`src/rtl/alu_multibyte_seq.sv`:
```
// alu_multibyte_seq
//   Sequences one NBYTES-wide operation through an external 8-bit ALU, one
//   byte per cycle, least-significant byte first. The carry is chained between
//   bytes, and the wide result, carry and zero flags are assembled here.
//
// Ports
//   clk, rst              clock, asynchronous active-high reset
//   start                 request, sampled only while idle
//   op_code[2:0]          operation select (0..7)
//   opa, opb [W-1:0]      operands, latched with start
//   cin                   carry-in for byte 0, latched with start
//   alu_oper[79:0]        ASCII op name to the ALU (right-justified, zero-padded)
//   alu_a, alu_b [7:0]    current operand bytes (0 outside RUN)
//   alu_c_in              current carry-in to the ALU (0 outside RUN)
//   alu_sum[7:0]          ALU result byte (combinational return path)
//   alu_c_out             ALU carry out
//   busy                  high whenever not idle
//   done                  one-cycle completion pulse
//   result[W-1:0]         assembled result, held until the next accepted start
//   cout, zero            final carry, result-is-zero
module alu_multibyte_seq #(
    parameter  int NBYTES = 4,
    localparam int W      = 8 * NBYTES
) (
    input  logic          clk,
    input  logic          rst,
    input  logic          start,
    input  logic [2:0]    op_code,
    input  logic [W-1:0]  opa,
    input  logic [W-1:0]  opb,
    input  logic          cin,
    output logic [79:0]   alu_oper,
    output logic [7:0]    alu_a,
    output logic [7:0]    alu_b,
    output logic          alu_c_in,
    input  logic [7:0]    alu_sum,
    input  logic          alu_c_out,
    output logic          busy,
    output logic          done,
    output logic [W-1:0]  result,
    output logic          cout,
    output logic          zero
);

    localparam int IW = (NBYTES > 1) ? $clog2(NBYTES) : 1;
    localparam logic [IW-1:0] LAST_IDX = IW'(NBYTES - 1);

    localparam logic [1:0] S_IDLE = 2'd0;
    localparam logic [1:0] S_RUN  = 2'd1;
    localparam logic [1:0] S_DONE = 2'd2;

    localparam logic [79:0] OPER_RESET = "and";

    logic [1:0]    state_q, state_d;
    logic [IW-1:0] idx_q, idx_d;
    logic [W-1:0]  opa_q, opa_d;
    logic [W-1:0]  opb_q, opb_d;
    logic [2:0]    op_q, op_d;
    logic          cin_q, cin_d;
    logic          carry_q, carry_d;
    logic [W-1:0]  result_q, result_d;
    logic          cout_q, cout_d;
    logic          zero_q, zero_d;
    logic [79:0]   oper_q, oper_d;

    function automatic logic [79:0] op_name(input logic [2:0] op);
        logic [79:0] s;
        case (op)
            3'd0:    s = "and";
            3'd1:    s = "subtract";
            3'd2:    s = "subtract_a";
            3'd3:    s = "or_ab";
            3'd4:    s = "and_ab";
            3'd5:    s = "not_ab";
            3'd6:    s = "exor";
            default: s = "exnor";
        endcase
        return s;
    endfunction

    // Ops 0..2 are arithmetic and use the carry chain; the rest are bitwise.
    function automatic logic is_arith(input logic [2:0] op);
        return (op <= 3'd2);
    endfunction

    // Next-state logic
    always_comb begin
        state_d  = state_q;
        idx_d    = idx_q;
        opa_d    = opa_q;
        opb_d    = opb_q;
        op_d     = op_q;
        cin_d    = cin_q;
        carry_d  = carry_q;
        result_d = result_q;
        cout_d   = cout_q;
        zero_d   = zero_q;
        // alu_oper is loaded on accept so byte 0 already sees the new op.
        oper_d   = oper_q;

        case (state_q)
            S_IDLE: begin
                if (start) begin
                    state_d  = S_RUN;
                    opa_d    = opa;
                    opb_d    = opb;
                    op_d     = op_code;
                    cin_d    = cin;
                    oper_d   = op_name(op_code);
                    idx_d    = '0;
                    carry_d  = 1'b0;
                    result_d = '0;
                    cout_d   = 1'b0;
                    zero_d   = 1'b0;
                end
            end
            S_RUN: begin
                for (int unsigned i = 0; i < NBYTES; i++) begin
                    if (idx_q == IW'(i)) begin
                        result_d[8*i +: 8] = alu_sum;
                    end
                end
                carry_d = alu_c_out;
                if (idx_q == LAST_IDX) begin
                    state_d = S_DONE;
                    cout_d  = is_arith(op_q) ? alu_c_out : 1'b0;
                    // Includes the byte captured on this same edge.
                    zero_d  = (result_d == '0);
                end else begin
                    idx_d = idx_q + 1'b1;
                end
            end
            S_DONE: begin
                state_d = S_IDLE;
            end
            default: begin
                state_d = S_IDLE;
            end
        endcase
    end

    always_ff @(posedge clk or posedge rst) begin
        if (rst) begin
            state_q  <= S_IDLE;
            idx_q    <= '0;
            opa_q    <= '0;
            opb_q    <= '0;
            op_q     <= '0;
            cin_q    <= 1'b0;
            carry_q  <= 1'b0;
            result_q <= '0;
            cout_q   <= 1'b0;
            zero_q   <= 1'b0;
            oper_q   <= OPER_RESET;
        end else begin
            state_q  <= state_d;
            idx_q    <= idx_d;
            opa_q    <= opa_d;
            opb_q    <= opb_d;
            op_q     <= op_d;
            cin_q    <= cin_d;
            carry_q  <= carry_d;
            result_q <= result_d;
            cout_q   <= cout_d;
            zero_q   <= zero_d;
            oper_q   <= oper_d;
        end
    end

    // ALU drive: byte select and carry chain
    always_comb begin
        alu_a    = '0;
        alu_b    = '0;
        alu_c_in = 1'b0;
        if (state_q == S_RUN) begin
            for (int unsigned i = 0; i < NBYTES; i++) begin
                if (idx_q == IW'(i)) begin
                    alu_a = opa_q[8*i +: 8];
                    alu_b = opb_q[8*i +: 8];
                end
            end
            if (is_arith(op_q)) begin
                if (idx_q == '0) begin
                    alu_c_in = cin_q;
                end else if (op_q == 3'd2) begin
                    // The ALU inverts c_in for subtract_a, so pre-invert here.
                    alu_c_in = ~carry_q;
                end else begin
                    alu_c_in = carry_q;
                end
            end
        end
    end

    assign alu_oper = oper_q;
    assign busy     = (state_q != S_IDLE);
    assign done     = (state_q == S_DONE);
    assign result   = result_q;
    assign cout     = cout_q;
    assign zero     = zero_q;

endmodule

```
`config.mk`:
```
export PLATFORM = sky130hd
export DESIGN_NAME = alu_multibyte_seq
export DESIGN_NICKNAME = d
export VERILOG_FILES = /design/src/rtl/alu_multibyte_seq.sv
export SDC_FILE = /design/constraint.sdc
export NUM_CORES = 1
export LEC_CHECK = 0
export ABC_AREA = 0
export CAP_MARGIN = 20
export CORE_MARGIN = 2
export CORE_UTILIZATION = 42
export DETAILED_ROUTE_END_ITERATION = 6
export GPL_ROUTABILITY_DRIVEN = 0
export PLACE_DENSITY = 0.75
export REMOVE_ABC_BUFFERS = 1
export SYNTH_ARGS = -nofsm -noshare
export SYNTH_HDL_FRONTEND = slang
export SYNTH_SLANG_ARGS = --single-unit
```
`constraint.sdc`:
```
create_clock -name clk -period 3.65 [get_ports clk]
set_input_delay 0.365 -clock clk [delete_from_list [all_inputs] [get_ports clk]]
set_output_delay 0.365 -clock clk [all_outputs]
set_load 0.01 [all_outputs]
```
==> flow_metrics.py <==
metrics = {
    "outcome": {
        "outcome": "complete, no violations",
    },
    "route": {
        "num_vias": 5390,
        "drc_errors": 0,
        "drt_pass1_iterations": 5,
        "drt-total-wl_mm": 16.6,
        "viasPerCell": 5.12,
        "routedWlPerCell_um": 15.8,
        "initialDrtViolationCount": 442,
        "ant_nets": 0,
    },
    "sta": {
        "tightest_slew_ns": 0.997,
        "fin_skew_ns": 0.00829,
        "setup_viol": 0,
        "finalCritPeriodShare": 0.865,
        "final-hold-violation-count": 0,
        "rsz0062_at_grt": "no",
        "max-slew-margin-rel": 0.335,
        "max_freq_mhz": 317,
        "maxSlewViolCount": 0,
        "period_needed_ns": 3.16,
    },
    "worst_setup_path": {
        "r2r_end": "zero",
        "r2r_start": "idx_q[0]",
        "worstPathMaxFanout": 24,
        "start_kind": "flip-flop",
        "critical_path_class": "reg2out",
        "required_ns": 3.28,
        "rrSetupSlack_ns": 1.33,
        "worst_ep_arrival_time_ns": 2.79,
        "rr_worst_depth": 7,
        "crit_path_end_kind": "output port",
    },
    "final_layout": {
        "final_nets": 935,
        "drive_above_1_share": 0.0590,
        "fill_cells": 1333,
        "final_common_cell": "nand2_1",
        "design_area_sq_um": 8720,
        "syn2layout_area_growth_pct": 36.6,
        "diodes": 0,
        "fin_cells": 1052,
        "layout_common_cells": "nand2_1 (253), clkdlybuf4s50_1 (189), dfrtp_1 (129), nor2_1 (34), a32o_1 (33)",
        "seq_area_sq_um": 3360,
        "multi_input_area_sq_um": 2510,
    },
    "cts": {
        "clk_latency_ns": 0.42,
        "post_cts_resized": 0,
        "numCtsBuffers": 17,
        "post_cts_buffers": 0,
        "cts_root_buffer": "clkbuf_16",
        "numClockSinks": 134,
        "ctsHoldBuffers": 0,
        "h-tree-depth": 4,
        "cts_tree": "yes",
        "clockBufferDepth": 2,
        "path_clk_slew_ns": 0.06,
    },
    "pwr": {
        "netSwitchingPower_mw": 2.86,
        "p_comb_frac": 0.447,
        "switching_share": 0.363,
        "ir_worst_vdd_v": 0.000485,
        "pwr-share-seq": 0.329,
        "power.density_nw_per_um2": 905,
        "p_leak_nw": 3.99,
        "p_int_mw": 5.03,
        "p_clk_frac": 0.224,
    },
    "die": {
        "fp.coreArea_sq_um": 15000,
        "initial_utilization": 0.425,
        "ios": 213,
        "die-height_um": 127,
        "fp.dieW_um": 127,
        "rows": 45,
        "die_area_sq_um": 16200,
    },
    "yosys": {
        "synth.distinct_cells": 43,
        "synth_seq_cells": 134,
        "yosysSeqAreaShare": 0.526,
        "synth.largest_area_cell": "dfrtp_1",
        "syn_avg_cell_area_sq_um": 8.94,
        "synth_area_leaders": "dfrtp_1 (51%), nand2_1 (15%), buf_4 (6.2%)",
        "syn-cell-area_sq_um": 6380,
        "synthArstFlopShare": 1.00,
        "ys_warn_count": 0,
        "ys.flop_type": "dfrtp_1",
        "synth_top_area_share": 0.506,
        "syn_inst": 714,
        "synth_enable_flop_cells": 0,
    },
    "global_route": {
        "grt_remaining_overflow": 0,
        "grt_pass1_wl_mm": 27.2,
        "grt_pass1_vias": 5284,
        "track_usage": 0.211,
        "grt_start_max_net_pins": 97,
        "antenna_found_initial": 0,
    },
    "flow_run": {
        "max-cap-violations": 0,
    },
    "placed_design": {
        "dp_cells": 1020,
        "portBuffers": 189,
        "dpl_cell_area_sq_um": 8110,
        "hpwl_mm": 10.7,
    },
    "hold_path": {
        "hold_class": "in2async",
    },
}
[cell usage after synthesis (3+ instances only)]
| library cell | n |
|---|---|
| nand3_1 | 8 |
| o21ai_0 | 23 |
| a32o_1 | 33 |
| or4_1 | 4 |
| mux2i_1 | 9 |
| buf_1 | 10 |
| nor4_1 | 3 |
| clkbuf_1 | 26 |
| nand2_1 | 254 |
| buf_2 | 12 |
| and3b_1 | 8 |
| a21oi_1 | 26 |
| buf_4 | 53 |
| ha_1 | 4 |
| dfrtp_1 | 129 |
| nor3_1 | 14 |
| nor2_1 | 34 |
| a221oi_1 | 8 |
| dfstp_2 | 5 |
| inv_1 | 5 |
| nor2b_1 | 12 |
| a31oi_1 | 3 |
| o21ai_1 | 4 |
[power groups by stage]
stage / Sequential (mW) / Clock (mW) / Combinational (mW)
3_3_place_gp: 2.60 / 0 / 3.49
2_1_floorplan: 2.71 / 0 / 1.65
5_1_grt: 2.68 / 1.88 / 3.89
3_5_place_dp: 2.61 / 0 / 3.55
4_1_cts: 2.60 / 1.80 / 3.57
6_report: 2.60 / 1.77 / 3.52
[per-stage QoR]
step           setup slack (ns)   util  TNS (ns)  power [mW]  hold slack, ns
2_1_floorplan            -0.289      -    -37.34        4.36           0.439
3_3_place_gp              0.959  0.539         0        6.08           0.443
3_5_place_dp              0.908  0.539         0        6.16           0.446
4_1_cts                   0.458  0.580         0        7.97           0.455
5_1_grt                   0.300  0.580         0        8.45           0.465
6_report                  0.494  0.580         0        7.89           0.452
[how the worst max path moves through the flow]
stage / slack [ns] / from / cells past startpoint / to
2_1_floorplan: -0.29 / rst / 1 / alu_oper[17]
3_3_place_gp: 0.96 / idx_q[1] / 10 / alu_b[6]
3_5_place_dp: 0.91 / idx_q[1] / 10 / alu_b[6]
4_1_cts: 0.46 / idx_q[1] / 10 / alu_b[6]
5_1_grt: 0.30 / idx_q[0] / 9 / alu_b[4]
6_report: 0.49 / idx_q[1] / 10 / alu_b[6]
[per-layer routing]
layer | GRT usage | part of all wire | up-vias
li1 | - | - | 2584
met1 | 0.285 | 0.46 | 2583
met2 | 0.329 | 0.45 | 200
met3 | 0.0586 | 0.069 | 23
met4 | 0.0743 | 0.017 | 0
met5 | 0 | 0 | -
[critical path, cell delays in order, from the launching register on]
cell	delay, ns
dfrtp_1	0.40
inv_1	0.10
ha_1	0.17
buf_4	0.27
nor2b_1	0.08
buf_4	0.18
a221oi_1	0.38
nor3_1	0.09
a21oi_1	0.16
nor2_1	0.05
clkdlybuf4s50_1	0.49
[flip-flops by register name (all words and copies together), names as in the netlist]
name      cells
idx_q         2
carry_q       1
cout          1
state_q       2
op_q          3
result       32
zero          1
cin_q         1
alu_oper     27
opa_q        32
opb_q        32
[cell type report]
| type | count | share of cell area |
|---|---|---|
| Timing Repair Buffer | 198 | 0.228 |
| Sequential cell | 134 | 0.385 |
| Multi-Input combinational cell | 495 | 0.287 |
| Tap cell | 188 | 0.0270 |
| Clock buffer | 24 | 0.0564 |
| Clock inverter | 8 | 0.0138 |
| Inverter | 5 | 0.00273 |
[cells by family (layout without fill, tap and decap cells)]
group / count (synthesis) / count (layout) / synth area share
AND/OR/NAND/NOR: 347 / 347 / 0.229
flip-flops: 134 / 134 / 0.526
AO/OA/AOI/OAI: 110 / 110 / 0.123
buffers and inverters: 106 / 235 / 0.0958
multiplexers: 9 / 9 / 0.0141
adder cells (fa/ha/maj): 4 / 4 / 0.00784
other: 2 / 23 / 0.00118
XOR/XNOR: 2 / 2 / 0.00274
No activity file was read; power rests on OpenSTA's default activity.
